==> src/rtl/uart_rx_fifo_if.sv <==
// Signal bundle between the UART receiver, the receive FIFO and the CPU-side reader.
// The FIFO uses the slave modport; the UART/CPU side (or a bench) uses master.
interface uart_rx_fifo_if #(
    parameter int unsigned DEPTH_LOG2 = 4
);
    logic                  uart_rx_empty;
    logic                  uart_rx_req;
    logic                  uart_rx_ack;
    logic [7:0]            uart_rx_data;
    logic                  rd_req;
    logic [7:0]            rd_data;
    logic                  fifo_empty;
    logic                  fifo_full;
    logic [DEPTH_LOG2:0]   fifo_count;

    modport slave (
        input  uart_rx_empty, uart_rx_ack, uart_rx_data, rd_req,
        output uart_rx_req, rd_data, fifo_empty, fifo_full, fifo_count
    );

    modport master (
        output uart_rx_empty, uart_rx_ack, uart_rx_data, rd_req,
        input  uart_rx_req, rd_data, fifo_empty, fifo_full, fifo_count
    );
endinterface

==> src/rtl/uart_rx_fifo.sv <==
// Unloads characters from the UART receiver with a four-phase req/ack handshake
// and buffers them in a power-of-two show-ahead FIFO drained by single-cycle pops.
module uart_rx_fifo #(
    parameter int unsigned DEPTH_LOG2 = 4
) (
    input  logic           rx_clk,
    input  logic           reset,
    uart_rx_fifo_if.slave  bus
);
    localparam int unsigned DEPTH = 1 << DEPTH_LOG2;

    typedef enum logic [1:0] {
        IDLE = 2'd0,
        REQ  = 2'd1,
        CAPT = 2'd2,
        DROP = 2'd3
    } state_t;

    state_t                state_q, state_d;
    logic                  req_q;
    logic [7:0]            mem [DEPTH];
    logic [DEPTH_LOG2-1:0] wr_ptr_q, rd_ptr_q, rd_ptr_d;
    logic [DEPTH_LOG2:0]   count_q, count_d;
    logic [7:0]            head_q;
    logic                  fifo_empty, fifo_full;
    logic                  push, pop;

    assign fifo_empty = (count_q == '0);
    assign fifo_full  = (count_q == (DEPTH_LOG2+1)'(DEPTH));
    assign push       = (state_q == CAPT);
    assign pop        = bus.rd_req && !fifo_empty;

    always_ff @(posedge rx_clk or posedge reset) begin
        if (reset) state_q <= IDLE;
        else       state_q <= state_d;
    end

    always_comb begin
        state_d = IDLE;
        unique case (state_q)
            IDLE:    state_d = (!bus.uart_rx_empty && !fifo_full) ? REQ : IDLE;
            REQ:     state_d = bus.uart_rx_ack ? CAPT : REQ;
            CAPT:    state_d = DROP;
            DROP:    state_d = bus.uart_rx_ack ? DROP : IDLE;
            default: state_d = IDLE;
        endcase
    end

    always_comb begin
        rd_ptr_d = pop ? rd_ptr_q + DEPTH_LOG2'(1) : rd_ptr_q;
        count_d  = count_q;
        unique case ({push, pop})
            2'b10:   count_d = count_q + (DEPTH_LOG2+1)'(1);
            2'b01:   count_d = count_q - (DEPTH_LOG2+1)'(1);
            default: count_d = count_q;
        endcase
    end

    always_ff @(posedge rx_clk) begin
        if (push) mem[wr_ptr_q] <= bus.uart_rx_data;
    end

    // Head register is preloaded with the entry rd_ptr will point at next edge;
    // a write landing on that slot this same edge is forwarded directly.
    always_ff @(posedge rx_clk or posedge reset) begin
        if (reset) begin
            req_q    <= 1'b0;
            wr_ptr_q <= '0;
            rd_ptr_q <= '0;
            count_q  <= '0;
            head_q   <= '0;
        end else begin
            req_q    <= (state_d == REQ);
            rd_ptr_q <= rd_ptr_d;
            count_q  <= count_d;
            if (push) wr_ptr_q <= wr_ptr_q + DEPTH_LOG2'(1);
            if (count_d != '0) begin
                if (push && (wr_ptr_q == rd_ptr_d)) head_q <= bus.uart_rx_data;
                else                                head_q <= mem[rd_ptr_d];
            end
        end
    end

    assign bus.uart_rx_req = req_q;
    assign bus.rd_data     = head_q;
    assign bus.fifo_empty  = fifo_empty;
    assign bus.fifo_full   = fifo_full;
    assign bus.fifo_count  = count_q;
endmodule

==> src/flat_wrapper.sv <==
// flat-port wrapper written by rule: the top's interface ports become plain ports
module uart_rx_fifo_flat 
#(
    parameter int unsigned DEPTH_LOG2 = 4
)
  (rx_clk, reset, bus_uart_rx_empty, bus_uart_rx_ack, bus_uart_rx_data, bus_rd_req, bus_uart_rx_req, bus_rd_data, bus_fifo_empty, bus_fifo_full, bus_fifo_count);
  uart_rx_fifo_if #(.DEPTH_LOG2(DEPTH_LOG2)) bus_i ();
  input  logic rx_clk;
  input  logic reset;
  input wire logic [$bits(bus_i.uart_rx_empty)-1:0] bus_uart_rx_empty;
  input wire logic [$bits(bus_i.uart_rx_ack)-1:0] bus_uart_rx_ack;
  input wire logic [$bits(bus_i.uart_rx_data)-1:0] bus_uart_rx_data;
  input wire logic [$bits(bus_i.rd_req)-1:0] bus_rd_req;
  output wire logic [$bits(bus_i.uart_rx_req)-1:0] bus_uart_rx_req;
  output wire logic [$bits(bus_i.rd_data)-1:0] bus_rd_data;
  output wire logic [$bits(bus_i.fifo_empty)-1:0] bus_fifo_empty;
  output wire logic [$bits(bus_i.fifo_full)-1:0] bus_fifo_full;
  output wire logic [$bits(bus_i.fifo_count)-1:0] bus_fifo_count;
  assign bus_i.uart_rx_empty = bus_uart_rx_empty;
  assign bus_i.uart_rx_ack = bus_uart_rx_ack;
  assign bus_i.uart_rx_data = bus_uart_rx_data;
  assign bus_i.rd_req = bus_rd_req;
  assign bus_uart_rx_req = bus_i.uart_rx_req;
  assign bus_rd_data = bus_i.rd_data;
  assign bus_fifo_empty = bus_i.fifo_empty;
  assign bus_fifo_full = bus_i.fifo_full;
  assign bus_fifo_count = bus_i.fifo_count;
  uart_rx_fifo #(.DEPTH_LOG2(DEPTH_LOG2)) u_core (.rx_clk(rx_clk), .reset(reset), .bus(bus_i));
endmodule
==> config.mk <==
export PLATFORM = sky130hd
export DESIGN_NAME = uart_rx_fifo_flat
export DESIGN_NICKNAME = d
export VERILOG_FILES = /design/src/rtl/uart_rx_fifo_if.sv /design/src/rtl/uart_rx_fifo.sv /design/src/flat_wrapper.sv
export SDC_FILE = /design/constraint.sdc
export NUM_CORES = 1
export LEC_CHECK = 0
export ABC_AREA = 0
export BUFFER_PORTS_ARGS = -buffer_cell sky130_fd_sc_hd__buf_2
export CORE_MARGIN = 4
export CORE_UTILIZATION = 53
export DETAILED_ROUTE_END_ITERATION = 8
export HOLD_SLACK_MARGIN = 0.15
export PLACE_DENSITY = 0.7
export SYNTH_ARGS = -nofsm -noshare
export SYNTH_HDL_FRONTEND = slang
export SYNTH_SLANG_ARGS = --single-unit
==> constraint.sdc <==
create_clock -name rx_clk -period 8 [get_ports rx_clk]
set_clock_uncertainty 0.1 [all_clocks]
set_input_delay 0.8 -clock rx_clk [delete_from_list [all_inputs] [get_ports rx_clk]]
set_output_delay 0.8 -clock rx_clk [all_outputs]
set_load 0.005 [all_outputs]
==> metrics.txt, run 1 <==
Pleak 2.763 nW; nets@finish 556; Yosys cell types 58; hold path endpoint u_core.bus.uart_rx_req$_DFF_PP0_; critical path launch point type register; Syn Std Cell Area 0.007119 mm2; Via density 6.442; worst-skew pair later-pin latency 0.42 ns; initial antenna violation count 0; RSZ-0062 raised after global routing false; Critical R2R Capture u_core.bus.rd_data[4]$_DFFE_PP0P_; top post-synthesis cells by area edfxtp_1, dfrtp_1, mux2i_1; Global Route Usage Sum 0.2270; Die Area 0.01535 mm2; routed wire length 16.37 mm; hold path depth 1; critical path arrival 4.52 ns; reg2reg start u_core.bus.fifo_count[1]$_DFF_PP0_; PortBufs 28; total of max-cap violations 0; Num CTS Buffers 17; WP data required 8.20 ns; Register Area 0.004448 mm2; Fin Setup TNS 0 ns; PwrDens 400.4 mW/mm2; R2R depth 13; cts repair resizes 0; Syn Nets 542; Area Overhead vs Synth 11.62%; Worst slew margin 0.1230; clock-pin slew on the worst setup and hold paths 0.06 ns; DR iter-0 viols 493; drt wl/cell 22.61 um; starting density of the core 0.5397; post-synth top area cell edfxtp_1; number of hold buffers added after CTS 0; EDFF count, synth 128; Peak VDD IR 173.5 uV; crit path capture type register; max-slew violations 0; share of cells above drive strength 1 0.1770; total number of vias 4664; Rows 42; register bit count reported by yosys 152; CTS Sinks 152; largest net degree at the start of global routing 45; Tcrit/Tclk final 0.5401; area occupied by multi-input gates 0.002457 mm2; Chip Width 123.9 um; grt ovf 0; post-CTS setup buffer count 0; fraction of registers with async set or reset after synthesis 0.1579; Worst Hold Class reg2reg; Routed Antenna Nets 0; min Tclk post-route 4.321 ns; worst-margin pin slew 1.279 ns; Avg Inst Size Synth 13.66 um2; final hold vios 0; post-place setup slack 3.772 ns; Final Wtd Congestion 0.9033; Hold WS 0.3830 ns; first-pass GRT wire length 25.44 mm; total power draw 0.003182 W; die height 123.9 um; Synth top area share 0.5399; I/O Pins 29; vias in the first global route 4553; Top FF cell, synth edfxtp_1; H-tree Lvls 4; Seq/Total Area, Yosys 0.6243; setup ws final 3.679 ns; setup slack, reg-to-reg 3.68 ns; hold_sp u_core.state_q[1]$_DFF_PP0_; crit path max fanout 16; post-DP HPWL 10.44 mm; maximum clock frequency 231.4 MHz; Synth warnings 0; drt first pass iters 6; core area 0.01319 mm2; clk root buf clkbuf_16; CTS tree done; Synth Instances 521; # diodes 0; clock tree buffer depth 2; drt drc 0; status finished, final reports clean; critical path class reg2reg; final setup fails 0; Fill cells 1028
-- kinds of logic (layout without fill, tap and decap cells) --
kind of cell,Yosys count,in the layout,synth area share
compound gates,132,132,0.1432
xor+xnor,15,15,0.01951
fa+ha+maj,8,8,0.01406
flops,152,152,0.6243
simple gates,99,99,0.07399
mux,63,63,0.09367
buf+inv,52,79,0.03128
-- cells in the mapped netlist, drive strengths merged (13+ instances only) --
master	n
a221oi	36
and2	19
clkbuf	26
dfrtp	24
edfxtp	128
inv	15
mux2	29
mux2i	34
nand2	24
nand3	13
nor2	14
o21ai	15
o22ai	26
-- worst max path at each step --
stage,startpoint,to,slack [ns],cells after the start
6_report,u_core.bus.fifo_count[1]$_DFF_PP0_,u_core.bus.rd_data[4]$_DFFE_PP0P_,3.68,13
2_1_floorplan,u_core.bus.fifo_count[1]$_DFF_PP0_,u_core.bus.rd_data[5]$_DFFE_PP0P_,3.93,17
3_3_place_gp,u_core.bus.fifo_count[1]$_DFF_PP0_,u_core.bus.rd_data[1]$_DFFE_PP0P_,3.90,7
4_1_cts,u_core.bus.fifo_count[1]$_DFF_PP0_,u_core.bus.rd_data[4]$_DFFE_PP0P_,3.73,13
5_1_grt,u_core.bus.fifo_count[1]$_DFF_PP0_,u_core.bus.rd_data[4]$_DFFE_PP0P_,3.30,13
3_5_place_dp,u_core.bus.fifo_count[1]$_DFF_PP0_,u_core.bus.rd_data[4]$_DFFE_PP0P_,3.77,13
-- where the power goes --
group | internal [W] | total, W | switching (W) | leakage [nW]
sequential | 0.000970 | 0.00112 | 0.000147 | 1.44
clock | 0.000516 | 0.000811 | 0.000295 | 0.279
combinational | 0.000516 | 0.00125 | 0.000738 | 1.04
-- registers in the layout (all words and copies together), names as in the netlist --
name and flops:
u_core.mem 128, u_core.bus.rd_data 8, u_core.bus.fifo_count 5, u_core.rd_ptr_q 4
u_core.wr_ptr_q 4, u_core.state_q 2, u_core.bus.uart_rx_req 1
-- through the flow --
step	utilization	cell area [um2]	cells
after global placement	0.5574	7352	692
final	0.6024	7946	724
after floorplan	-	7119	521
after global routing	0.6024	7946	724
after detailed placement	0.5574	7352	692
after CTS	0.6024	7946	724
-- layer usage --
layer  global-route usage  part of all wire
met4              0.06776             0.015
met3              0.05813             0.072
met5                    0                 0
met1               0.3157              0.44
met2               0.3552              0.48
-- layout by cell type (no fill, tap or decap), drive strengths merged, types with 3 or more instances in the layout --
master,synthesis,routed
xnor2,12,12
a21o,4,4
inv,15,15
o22ai,26,26
a21oi,5,5
clkinv,0,5
a221oi,36,36
a311oi,8,8
a222oi,8,8
clkbuf,26,21
nand3,13,13
and3,3,3
a22o,3,3
or3,3,3
o31ai,7,7
o21ai,15,15
nor3,4,4
nand2b,5,5
a211oi,3,3
mux2,29,29
a31oi,3,3
bufinv,0,4
mux2i,34,34
and2,19,19
nand4,4,4
xor2,3,3
ha,8,8
nand2,24,24
buf,11,32
edfxtp,128,128
dfrtp,24,24
nor2,14,14
-- critical path, stage by stage (launching register included) --
cell and delay (ns):
dfrtp_1 0.46, or4_4 0.65, o21ai_2 0.38, inv_2 0.16, ha_1 0.33, xor2_1 0.18, ha_1 0.23, a21oi_1 0.15
xor2_1 0.25, nor3_1 0.08, nor4b_1 0.43, and3_1 0.54, o31a_1 0.17, o21ai_1 0.06
-- area by class of cell --
type	count	share of cell area
Timing Repair Buffer	32	0.02141
Sequential cell	152	0.5598
Tap cell	176	0.02771
Inverter	15	0.007085
Clock buffer	21	0.05542
Clock inverter	11	0.01937
Multi-Input combinational cell	317	0.3092
Power figures use the tool's default switching activity.
==> run 2: changes to the inputs <==
--- a/config.mk
+++ b/config.mk
@@ -5,7 +5,7 @@
 export SDC_FILE = /design/constraint.sdc
 export NUM_CORES = 1
 export LEC_CHECK = 0
-export ABC_AREA = 0
+export ABC_AREA = 1
 export BUFFER_PORTS_ARGS = -buffer_cell sky130_fd_sc_hd__buf_2
 export CORE_MARGIN = 4
 export CORE_UTILIZATION = 53
==> constraint.sdc (replaced) <==
create_clock -name rx_clk -period 4.1 [get_ports rx_clk]
set_clock_uncertainty 0.1 [all_clocks]
set_input_delay 0.41 -clock rx_clk [delete_from_list [all_inputs] [get_ports rx_clk]]
set_output_delay 0.41 -clock rx_clk [all_outputs]
set_load 0.005 [all_outputs]
==> run 2 against run 1 <==
Design area grew 0.88%; non-clock buffer count is 4 higher; critical path type unchanged; critical endpoint is now u_core.bus.rd_data[6]$_DFFE_PP0P_; critical path depth rose by 3; register-to-register slack got worse by 2.7 ns; final cell count increased by 27%; utilization grew 0.29 points.
==> metrics.txt, run 2 <==
Synth Instances 710 (+36%); top post-synthesis cells by area edfxtp_1, nand3_1, dfrtp_1; clock-pin slew on the worst setup and hold paths 0.07 ns (about the same); Syn Std Cell Area 0.007177 mm2 (+0.81%); # diodes 0 (unchanged); core area 0.01324 mm2 (+0.40%); maximum clock frequency 323.4 MHz (+40%); drt first pass iters 7 (+1); worst-margin pin slew 0.9439 ns (-0.3350 ns); Routed Antenna Nets 0 (unchanged); total of max-cap violations 0 (unchanged); die height 124.4 um (+0.38%); CTS Sinks 152 (unchanged); Final Wtd Congestion 0.8348 (-7.6%); Seq/Total Area, Yosys 0.6192 (-0.005006); Yosys cell types 31 (-47%); drt wl/cell 17.39 um (-23%); critical path class reg2reg; drt drc 0 (unchanged); share of cells above drive strength 1 0.1178 (-0.05920); Via density 5.392 (-16%); PortBufs 28 (unchanged); nets@finish 755 (+36%); clock tree buffer depth 2 (unchanged); Rows 42 (unchanged); DR iter-0 viols 476 (-3.4%); WP data required 4.31 ns (-3.89 ns); max-slew violations 0 (unchanged); Worst Hold Class in2reg; setup slack, reg-to-reg 1.01 ns (-2.67 ns); Chip Width 124.4 um (+0.38%); Tcrit/Tclk final 0.7542 (+0.2141); CTS tree done; Synth top area share 0.5356 (-0.004330); Layout Utilization 0.6053 (+0.002901); Die Area 0.01547 mm2 (+0.75%); DP Area 0.007397 mm2 (+0.61%); setup ws final 1.008 ns (-2.671 ns); crit path capture type register; initial antenna violation count 0 (unchanged); routed wire length 16.05 mm (-2.0%); Avg Inst Size Synth 10.11 um2 (-26%); largest net degree at the start of global routing 65 (+44%); critical path launch point type register; cts repair resizes 0 (unchanged); Fin Setup TNS 0 ns (unchanged); most common library cell in the layout ignoring fill and taps nand3_1; Synth warnings 0 (unchanged); fraction of registers with async set or reset after synthesis 0.1579 (unchanged); grt ovf 0 (unchanged); crit path max fanout 16 (unchanged); min Tclk post-route 3.092 ns (-1.229 ns); Global Route Usage Sum 0.2124 (-0.01468); register bit count reported by yosys 152 (unchanged); Area Overhead vs Synth 11.70% (about the same); starting density of the core 0.5420 (+0.002204); post-synth top area cell edfxtp_1; vias in the first global route 4910 (+7.8%); post-place setup slack 1.004 ns (-2.768 ns); total number of vias 4977 (+6.7%); PwrDens 747.2 mW/mm2 (+87%); register name with the most flops u_core.mem; final setup fails 0 (unchanged); I/O Pins 29 (unchanged); Peak VDD IR 390.9 uV (+130%); Syn Nets 731 (+35%); max reg flops 128 (unchanged); final hold vios 0 (unchanged); Top FF cell, synth edfxtp_1; first-pass GRT wire length 25.49 mm (+0.19%); post-DP HPWL 9.977 mm (-4.4%); EDFF count, synth 128 (unchanged); status finished, final reports clean; Post-synth top cells nand3_1, nand2_1, edfxtp_1; Final Instance Area 0.008016 mm2 (+0.88%); H-tree Lvls 4 (unchanged); clk root buf clkbuf_16; RSZ-0062 raised after global routing false; most frequent cells in the layout nand3_1, nand2_1, edfxtp_1; cell with the most instances after synthesis nand3_1; critical path arrival 3.31 ns (-1.21 ns); worst-skew pair later-pin latency 0.43 ns (about the same); Worst slew margin 0.3701 (+0.2470); Pleak 3.442 nW (+25%); Num CTS Buffers 17 (unchanged); total power draw 0.005990 W (+88%)
run 2: critical path, stage by stage (launching register included):
cell and delay, ns:
dfrtp_1 0.45, nor2_2 0.17, nand3_2 0.17, nand2_4 0.14
inv_4 0.05, ha_1 0.26, xor2_1 0.23, ha_1 0.27
nand2_1 0.06, nand2_1 0.06, or2_1 0.22, nor2_1 0.12
nand3_1 0.13, nor2_4 0.31, nor2_1 0.09, nand2_1 0.09
nand2_1 0.05
run 2: routing by layer:
layer / routed length [um] / GRT usage
met1: 6744 / 0.2784
met2: 7802 / 0.3413
met3: 1053 / 0.04503
met4: 448 / 0.09607
met5: 0 / 0
run 2: path summary, 6_finish.rpt:
path | depth (start not counted) | endpoint | startpoint
worst max-delay path | 16 | u_core.bus.rd_data[6]$_DFFE_PP0P_ | u_core.bus.fifo_count[1]$_DFF_PP0_
worst min register to register | 1 | u_core.bus.uart_rx_req$_DFF_PP0_ | u_core.state_q[1]$_DFF_PP0_
worst max register to register | 16 | u_core.bus.rd_data[6]$_DFFE_PP0P_ | u_core.bus.fifo_count[1]$_DFF_PP0_
max in group asynchronous | 3 | u_core.rd_ptr_q[3]$_DFF_PP0_ | reset
min in group asynchronous | 3 | u_core.bus.rd_data[5]$_DFFE_PP0P_ | reset
worst min-delay path | 1 | u_core.mem[2][7]$_DFFE_PP_ | bus_uart_rx_data[7]
run 2: metrics by stage:
stage,hold WS [ns],cells
global route,0.3214,923
CTS,0.3059,923
floorplan,0.3246,710
detailed placement,0.3783,889
global placement,0.3663,889
finish,0.3185,923
run 2: final cells by class:
cell class / count / area (um2)
inverters: 121 / 459.2
fillers: 1132 / 5226
clock inverters: 12 / 152.6
flip-flops and latches: 152 / 4444
repair buffers: 36 / 205.2
well taps: 176 / 220.2
multi-input cells: 406 / 2088
clock buffers: 20 / 446.7
run 2: power by group:
part	internal, W	total [W]	leakage (nW)	switching, W
Combinational	0.000754	0.00240	1.72	0.00165
Sequential	0.00188	0.00202	1.44	0.000138
Clock	0.000970	0.00157	0.282	0.000604
run 2: cell families after synthesis:
logic type,Yosys count,synth area share
simple gates,381,0.2584
fa+ha+maj,8,0.01395
xor+xnor,9,0.01098
compound gates,8,0.006625
flops,152,0.6192
buf+inv,152,0.09083
run 2: timing repair:
| item | 4_1_cts | 5_1_grt |
|---|---|---|
| setup buffers | 0 | 0 |
| hold endpoints to repair | 26 | 0 |
| hold buffers | 2 | 0 |
==> run 3: changes to the inputs <==
--- a/config.mk
+++ b/config.mk
@@ -11,7 +11,7 @@
 export CORE_UTILIZATION = 53
 export DETAILED_ROUTE_END_ITERATION = 8
 export HOLD_SLACK_MARGIN = 0.15
-export PLACE_DENSITY = 0.7
+export PLACE_DENSITY = 0.73
 export SYNTH_ARGS = -nofsm -noshare
 export SYNTH_HDL_FRONTEND = slang
 export SYNTH_SLANG_ARGS = --single-unit
==> constraint.sdc (replaced) <==
create_clock -name rx_clk -period 2.7 [get_ports rx_clk]
set_clock_uncertainty 0.1 [all_clocks]
set_input_delay 0.27 -clock rx_clk [delete_from_list [all_inputs] [get_ports rx_clk]]
set_output_delay 0.27 -clock rx_clk [all_outputs]
set_load 0.005 [all_outputs]
==> run 3 against run 2 <==
The flow now finishes with violations (negative setup slack); fmax is 14% higher; non-clock buffer count grew 23; clock-buffer cell count fell by 2; largest power group unchanged.
==> metrics.txt, run 3 (same netlist as run 2, synthesis figures left out) <==
drt first pass iters 5 (-2); DR iter-0 viols 579 (+22%); failing checks negative setup slack; starting density of the core 0.5420 (unchanged); Routed Antenna Nets 0 (unchanged); PortBufs 28 (unchanged); drt wl/cell 18.29 um (+5.2%); grt ovf 0 (unchanged); most common library cell in the layout ignoring fill and taps nand3_1; RSZ-0062 raised after global routing true; CTS tree done; drt drc 0 (unchanged); maximum clock frequency 369.5 MHz (+14%); clock tree buffer depth 2 (unchanged); max incr delay on CP 0.41 ns (-0.04 ns); CP top delay family simple AND/OR/NAND/NOR gates; critical path launch point type register; Chip Width 124.4 um (unchanged); post-place setup slack -0.09706 ns (-1.101 ns); max-slew violations 0 (unchanged); worst path cell trace nor2_4 -> nand3_4 -> nand2_4 -> inv_4 -> ha_4 -> xor2_4 -> ha_4 -> a21oi_4 -> nor2_2 -> nor2_1 -> nand2_1 -> nand2_2 -> nor2_2 -> nand3_2 -> nor2_4 -> buf_12 -> nor2_1 -> nand2_1 -> nand2_1; die height 124.4 um (unchanged); register name with the most flops u_core.mem; setup ws final -0.006710 ns (-1.015 ns); max reg flops 128 (unchanged); Global Route Usage Sum 0.2250 (+0.01269); largest net degree at the start of global routing 67 (+3.1%); min Tclk post-route 2.707 ns (-0.3855 ns); H-tree Lvls 4 (unchanged); clk root buf clkbuf_16; Pleak 3.566 nW (+3.6%); clock-pin slew on the worst setup and hold paths 0.06 ns (about the same); routed wire length 17.25 mm (+7.5%); initial antenna violation count 0 (unchanged); Worst slew margin 0.3532 (-0.01682); Via density 5.494 (+1.9%); PwrDens 1154 mW/mm2 (+54%); post-DP HPWL 10.51 mm (+5.3%); CTS Sinks 152 (unchanged); worst-skew pair later-pin latency 0.42 ns (about the same); Worst Hold Class in2reg; final hold vios 0 (unchanged); share of cells above drive strength 1 0.1591 (+0.04126); Fin Setup TNS -0.01180 ns (-0.01180 ns); critical path arrival 2.91 ns (-0.40 ns); final setup fails 2 (+2); Hold WS 0.1828 ns (-0.1357 ns); Final Wtd Congestion 0.8428 (+0.96%); vias in the first global route 4973 (+1.3%); Area Overhead vs Synth 15.52%; Crit-path slowest cell dfrtp_1; WP buf/inv 2 (+1); worst-margin pin slew 0.9691 ns (+0.02520 ns); Die Area 0.01547 mm2 (unchanged); first-pass GRT wire length 26.87 mm (+5.4%); Layout Utilization 0.6260 (+0.02069); most frequent cells in the layout nand3_1, edfxtp_1, nand2_1; I/O Pins 29 (unchanged); Rows 42 (unchanged); WP data required 2.91 ns (-1.40 ns); Num CTS Buffers 17 (unchanged); Tcrit/Tclk final 1.002 (+0.2483); Peak VDD IR 530.5 uV (+36%); # diodes 0 (unchanged); critical path class reg2reg; total number of vias 5181 (+4.1%); core area 0.01324 mm2 (unchanged); nets@finish 778 (+3.0%); status finished, violations left; crit path capture type register; Top cell by count, worst path nand2_1; crit path max fanout 8 (-8); total of max-cap violations 0 (unchanged)
==> run 3: changes by cell type in the layout (fill, tap and decap cells not counted), sizes merged <==
cell and change:
buf +23, inv +1, clkbuf -2, bufinv -2
clkinvlp -3, clkinv +3
==> run 3: path summary, 6_finish.rpt <==
kind                                                     from                           endpoint  slack [ns]  depth (start not counted)
min                                       bus_uart_rx_data[7]         u_core.mem[6][7]$_DFFE_PP_        0.18                          1
min reg2reg                 u_core.bus.rd_data[4]$_DFFE_PP0P_  u_core.bus.rd_data[4]$_DFFE_PP0P_        0.40                          2
min in group asynchronous                               reset  u_core.bus.rd_data[5]$_DFFE_PP0P_        0.52                          3
max                        u_core.bus.fifo_count[1]$_DFF_PP0_  u_core.bus.rd_data[6]$_DFFE_PP0P_      -0.007                         19
max reg2reg                u_core.bus.fifo_count[1]$_DFF_PP0_  u_core.bus.rd_data[6]$_DFFE_PP0P_      -0.007                         19
max in group asynchronous                               reset        u_core.state_q[0]$_DFF_PP0_        1.39                          3
==> run 3: final cells by class <==
class | instances | area (um2)
Clock buffer | 18 | 429.2
Clock inverter | 11 | 85.08
Multi-Input combinational cell | 406 | 2205
Sequential cell | 152 | 4444
Fill cell | 1046 | 4952
Timing Repair Buffer | 59 | 447.9
Inverter | 121 | 459.2
Tap cell | 176 | 220.2
==> run 3: metrics by stage <==
stage                     cells  power [W]  instance area (um2)
final                       943   0.009570                 8290
after global routing        943    0.01013                 8290
after CTS                   940   0.009208                 8183
after detailed placement    902   0.006866                 7522
after global placement      902   0.006722                 7522
after floorplan             710   0.005741                 7179
==> run 3: worst reg2reg max path, stage by stage (launching register included) <==
cell,delay (ns)
dfrtp_1,0.41
nor2_4,0.18
nand3_4,0.10
nand2_4,0.08
inv_4,0.05
ha_4,0.17
xor2_4,0.17
ha_4,0.17
a21oi_4,0.04
nor2_2,0.14
nor2_1,0.07
nand2_1,0.10
nand2_2,0.09
nor2_2,0.14
nand3_2,0.09
nor2_4,0.17
buf_12,0.14
nor2_1,0.05
nand2_1,0.08
nand2_1,0.07
==> run 3: power breakdown <==
group	internal, W	leakage, nW	total (W)	switching (W)
Clock	0.00123	0.252	0.00213	0.000896
Sequential	0.00285	1.44	0.00305	0.000196
Combinational	0.00156	1.88	0.00439	0.00283
Total	0.00564	3.57	0.00957	0.00393
==> run 3: metal layers <==
layer / up-vias / global-route usage / wire (um)
met2: 229 / 0.3661 / 8416
met4: 0 / 0.07544 / 451
met3: 38 / 0.05575 / 1247
li1: 2442 / - / -
met1: 2472 / 0.2974 / 7137
met5: - / 0 / 0
==> run 3: timing repair <==
item                                    CTS  global route
resized for setup                         7            18
gates cloned                              1             0
endpoints found under the setup margin    8             8
pin swaps                                 8            13
buffers inserted                          6             3
hold buffers                              2             0
hold endpoints to repair                 27             0
